### src/rtl/logic_unit_pipe.sv
// Pipelined bitwise logic unit (AND/OR/XOR/NOR) with zero/all-ones flags,
// valid/ready handshake with bubble collapse, and a completed-result counter.
module logic_unit_pipe #(
  parameter int W      = 32,
  parameter int STAGES = 2,
  parameter int CNT_W  = 16
) (
  input  logic             clk,
  input  logic             rst,
  input  logic             in_valid,
  output logic             in_ready,
  input  logic [1:0]       op,
  input  logic [W-1:0]     in0,
  input  logic [W-1:0]     in1,
  output logic             out_valid,
  input  logic             out_ready,
  output logic [W-1:0]     out,
  output logic             zero,
  output logic             all_ones,
  output logic [CNT_W-1:0] count
);

  logic [STAGES-1:0] vld;
  logic [STAGES-1:0] load;
  logic [STAGES-1:0] zero_q;
  logic [STAGES-1:0] ones_q;
  logic [W-1:0]      dat [STAGES];
  logic [W-1:0]      res;

  always_comb begin
    res = '0;
    case (op)
      2'b00: res = in0 & in1;
      2'b01: res = in0 | in1;
      2'b10: res = in0 ^ in1;
      2'b11: res = ~(in0 | in1);
      default: res = '0;
    endcase
  end

  // A stage is blocked only when it and every stage after it hold data and
  // the consumer is stalled; written as a running AND to avoid a self-loop.
  always_comb begin
    logic chain;
    chain = 1'b1;
    load  = '0;
    for (int i = STAGES - 1; i >= 0; i--) begin
      chain   = chain & vld[i];
      load[i] = out_ready | ~chain;
    end
  end

  assign in_ready = load[0];

  always_ff @(posedge clk or posedge rst) begin
    if (rst) begin
      vld    <= '0;
      zero_q <= '0;
      ones_q <= '0;
      count  <= '0;
      for (int i = 0; i < STAGES; i++) dat[i] <= '0;
    end else begin
      if (load[0]) begin
        vld[0] <= in_valid;
        if (in_valid) begin
          dat[0]    <= res;
          zero_q[0] <= (res == '0);
          ones_q[0] <= &res;
        end
      end
      for (int i = 1; i < STAGES; i++) begin
        if (load[i]) begin
          vld[i] <= vld[i-1];
          if (vld[i-1]) begin
            dat[i]    <= dat[i-1];
            zero_q[i] <= zero_q[i-1];
            ones_q[i] <= ones_q[i-1];
          end
        end
      end
      if (vld[STAGES-1] & out_ready) count <= count + 1'b1;
    end
  end

  assign out_valid = vld[STAGES-1];
  assign out       = dat[STAGES-1];
  assign zero      = zero_q[STAGES-1];
  assign all_ones  = ones_q[STAGES-1];

endmodule

### config.mk
export PLATFORM = sky130hd
export DESIGN_NAME = logic_unit_pipe
export DESIGN_NICKNAME = d
export VERILOG_FILES = /design/src/rtl/logic_unit_pipe.sv
export SDC_FILE = /design/constraint.sdc
export NUM_CORES = 1
export LEC_CHECK = 0
export BUFFER_PORTS_ARGS = -buffer_cell sky130_fd_sc_hd__buf_4
export CAP_MARGIN = 20
export CORE_MARGIN = 2
export CORE_UTILIZATION = 50
export CTS_CLUSTER_DIAMETER = 50
export DETAILED_ROUTE_END_ITERATION = 8
export PLACE_DENSITY = 0.79
export SETUP_SLACK_MARGIN = 0.1
export SLEW_MARGIN = 20
export SYNTH_ARGS = -nofsm -noshare
export SYNTH_HDL_FRONTEND = slang
export SYNTH_SLANG_ARGS = --single-unit
### constraint.sdc
create_clock -name clk -period 5.2 [get_ports clk]
set_input_delay 0.26 -clock clk [delete_from_list [all_inputs] [get_ports clk]]
set_output_delay 0.26 -clock clk [all_outputs]
set_load 0.02 [all_outputs]
After elaboration in Yosys (flattened, before gate mapping). Index checks and enable logic that the tools add are counted.

Register bits: 86. Output and inout port bits: 52. Word-level logic and storage cells: 29.

Add/sub/neg operators: 1. Eq/ne operators: 3. Mux-type cells: 1. Bitwise gates (word level): 10. Reduce and logical (&&, ||, !) cells: 5.

Operators with widths (count): 32-bit case mux with 4 select lines (1); 32-bit AND (1); 32-bit zero test (1); 32-bit inverter (1); 32-bit OR (1); 32-bit AND reduction (1); 32-bit XOR (1); 16-bit by 1-bit adder with 16-bit output, second input constant (1); 2-bit equality test, second input constant (2); 2-bit AND reduction (2); 1-bit AND (2); 2-bit by 1-bit equality test with 1-bit output, second input constant (1); 2-bit zero test (1); 1-bit inverter (2); 1-bit OR (2).

Logic depth before layout (Yosys ltp).
Word-level depth: 4. Gate-level depth with buffers: 8. Gate-level depth less buffers: 8.

Worst setup path after synthesis. Ideal clock, no wire load.

Path kind: input to register. Start: input op[1]. End: register zero_q[0]. Library setup time: 0.095 ns. Data arrival time: 1.756 ns. Required time: 5.105 ns. Path slack: 3.348 ns. Cell stages on the path: 6. Path buffers: 2. Path through: buf_2 > clkbuf_1 > o31ai_1 > nand4_1 > or4_1 > o31ai_1.

Longest elaborated chain between the ends: 3.

Ends and longest elaborated chain: start: declaration (RTL line 12) `input logic [1:0] op,`; 2-bit equality test (tied with other cells) (RTL line 32) `case (op)`; 32-bit case mux with 4 select lines (*) (RTL line 32); 32-bit zero test (*) (RTL line 67) `zero_q[0] <= (res == '0);`; end signal: assignment (RTL line 67); end signal: indexed assignment (RTL line 76) `zero_q[i] <= zero_q[i-1];`; end: declaration (RTL line 25) `logic [STAGES-1:0] zero_q;`.

Every way passes the cells marked *; elsewhere a longest branch is shown, timed or not. A chain may end at the register's enable or synchronous reset.

Final worst setup path.
Start: input op[0]. End: register zero_q[0].

The elaborated chain is that of the path after synthesis.

==> flow_metrics.env <==
export IMPL_outcome="complete, no violations"
export IMPL_clock_sinks=86
export IMPL_vdd_drop_max_uv=203
export IMPL_grt_use_met3_pct=4.09
export IMPL_die_height_um=110
export IMPL_post_cts_resized=0
export IMPL_first_pass_iters=5
export IMPL_wl_per_cell_um=13.8
export IMPL_grt_usage_pct=19.4
export IMPL_p_per_area_mw_per_mm2=321
export IMPL_synth_area_sq_mm=0.00559
export IMPL_core_sq_mm=0.0109
export IMPL_start_kind="primary input"
export IMPL_insertion_delay_ns=0.36
export IMPL_cts_htree_levels=3
export IMPL_synth_ff_type="dfrtp_1"
export IMPL_cts_buffers=9
export IMPL_ys_warn_count=0
export IMPL_areaGrowthSynthToFinish_pct=18.3
export IMPL_synth_cells=602
export IMPL_drtIter0Drc=332
export IMPL_hpwl_um=8800
export IMPL_tightest_slew_ns=0.756
export IMPL_fin_nets=813
export IMPL_maxSlewHeadroom_pct=49.6
export IMPL_cts_clk_slew_worst_paths_ns=0.09
export IMPL_drive_above_1_share_pct=25.9
export IMPL_fillCellCount=929
export IMPL_worstPathRequired_ns=5.47
export IMPL_multiInputGateArea_sq_mm=0.00284
export IMPL_holdWs_ns=0.111
export IMPL_worstSetupPathType="in2reg"
export IMPL_via_per_inst=5.16
export IMPL_grt_setup_unrepaired="false"
export IMPL_die_area_sq_mm=0.0120
export IMPL_fin_skew_ns=0.00587
export IMPL_cp_startpoint="op[0]"
export IMPL_num_antenna_cells=0
export IMPL_fmax_ghz=0.451
export IMPL_synthesis_nets=737
export IMPL_synth_edf_count=0
export IMPL_post_cts_buffers=0
export IMPL_via_count=4250
export IMPL_start_util_pct=51.3
export IMPL_overflow=0
export IMPL_use_met2_pct=29.7
export IMPL_cp_max_fo=96
export IMPL_synthDistinctLibCells=24
export IMPL_chipWidth_um=110
export IMPL_endpoint_kind="flop"
export IMPL_ys_top_cells_by_area="dfrtp_1 (38%), ha_1 (15%), nor2b_1 (7.2%)"
export IMPL_pin_count=122
export IMPL_rows=38
export IMPL_clock_path_buffers=2
export IMPL_regArea_sq_mm=0.00215
export IMPL_ys_ff_latch=86
export IMPL_power_leakage_nw=3.36
export IMPL_grt_max_degree=97
export IMPL_timing_rr_start="count[4]"
export IMPL_slew_violations=0
export IMPL_fin_crit_ns=2.22
export IMPL_netlist_area_leader_share_pct=38.5
export IMPL_drc=0
export IMPL_avgSynthCellArea_sq_um=9.29
export IMPL_grt_busiest_layer="met2"
export IMPL_antenna_found_initial=0
export IMPL_grt_pass1_wl_um=18100
export IMPL_grtUsageMet1_pct=27.3
export IMPL_synthArstFlopShare_pct=100
export IMPL_antenna_left=0
export IMPL_hold_viol_final=0
export IMPL_numPortBuffers=121
export IMPL_arrival_ns=2.49
export IMPL_tns_ns=0
export IMPL_yosysTopAreaCell="dfrtp_1"
export IMPL_wl_um=11400
export IMPL_setup_viol_count_final=0
export IMPL_grt_pass1_vias=3862
export IMPL_fin_crit_sh_pct=42.6
export IMPL_cts_tree="yes"
export IMPL_place_gp_congestion=0.858
export IMPL_cts_hold_fix_buffers=0
export IMPL_cap_violations=0
export IMPL_hold_path_class="in2async"
export IMPL_seq_area_frac_synth_pct=38.5
export IMPL_clock_root_buffer="clkbuf_8"
-- per-layer routing --
layer  routed length [um]  part of all wire, %  up-vias
li1                     -                    -     2118
met1                 5380                   47     1972
met2                 5000                   44      142
met3                  786                  6.9       18
met4                  209                  1.8        0
met5                    0                    0        -
-- logic make-up (layout without fill, tap and decap cells) --
family	Yosys count	count (layout)	synth area share [%]
simple gates	179	179	16.5
flops	86	86	38.5
fa+ha+maj	65	65	14.5
xor+xnor	15	15	2.35
buf+inv	124	205	10.8
compound gates	98	98	10.3
mux	35	35	7.05
-- registers in the layout, indices dropped and copies added (netlist names) --
signal	flops
dat	32
out	32
count	16
ones_q	2
vld	2
zero_q	2
-- through the flow --
step | instances | power (mW) | util, % | area (sq um) | worst slack [ns]
after floorplan | 602 | 1.37 | - | 5590 | 2.72
after global placement | 806 | 1.53 | 58.2 | 6330 | 2.63
after detailed placement | 806 | 1.56 | 58.2 | 6330 | 2.60
after CTS | 822 | 2.14 | 60.5 | 6590 | 2.99
after global routing | 823 | 2.25 | 60.7 | 6610 | 2.79
final | 823 | 2.12 | 60.7 | 6610 | 2.98
-- layout make-up --
cell class | count | share of cell area [%]
Clock buffer | 11 | 2.29
Inverter | 65 | 3.71
Timing Repair Buffer | 124 | 14.3
Sequential cell | 86 | 32.5
Tap cell | 140 | 2.65
Clock inverter | 5 | 1.57
Multi-Input combinational cell | 392 | 42.9
-- critical path, stage by stage --
cell	delay (ns)
buf_4	0.59
nor2b_1	0.10
o31ai_1	0.54
nand4_1	0.18
or4_1	0.55
o31ai_1	0.24
-- Yosys cell counts, types with 5 or more instances --
cell type / n
xnor2_1: 11
mux2_2: 35
buf_2: 7
nor2_1: 36
nor2b_1: 64
nand3_1: 5
inv_1: 65
nor4_1: 8
o21ai_0: 64
nand2_1: 43
nand4_1: 13
ha_1: 65
dfrtp_1: 86
buf_1: 5
clkbuf_1: 13
buf_4: 34
o31ai_1: 34
-- layout by cell type, fill, tap and decap left out, drive strengths merged --
master and n:
nand2 43, nand3b 1, bufinv 3, nor2 36, dfrtp 86, inv 65
and4 1, and2 1, nand4 13, mux2 35, ha 65, buf 124
xnor2 11, nand3 5, o31ai 34, xor2 4, o21ai 64, nand2b 3
nor2b 64, clkinv 2, clkbuf 11, nor4 8, and3 2, or4 2
-- power breakdown --
group	leakage [nW]	switching, mW	internal [mW]	total [mW]
logic	2.17	0.342	0.297	0.640
clock network	0.130	0.237	0.346	0.583
registers	1.07	0.0950	0.804	0.899
-- worst paths after layout --
path	slack, ns	to	cells after the start
worst max-delay path	2.98	zero_q[0]	6
worst max register to register	3.64	count[15]	5
worst min-delay path	0.11	out[20]	3
worst min register to register	0.48	dat[43]	2
min in group clk	0.11	vld[0]	2
max in group asynchronous	4.60	vld[1]	3
Power figures use the tool's default switching activity.
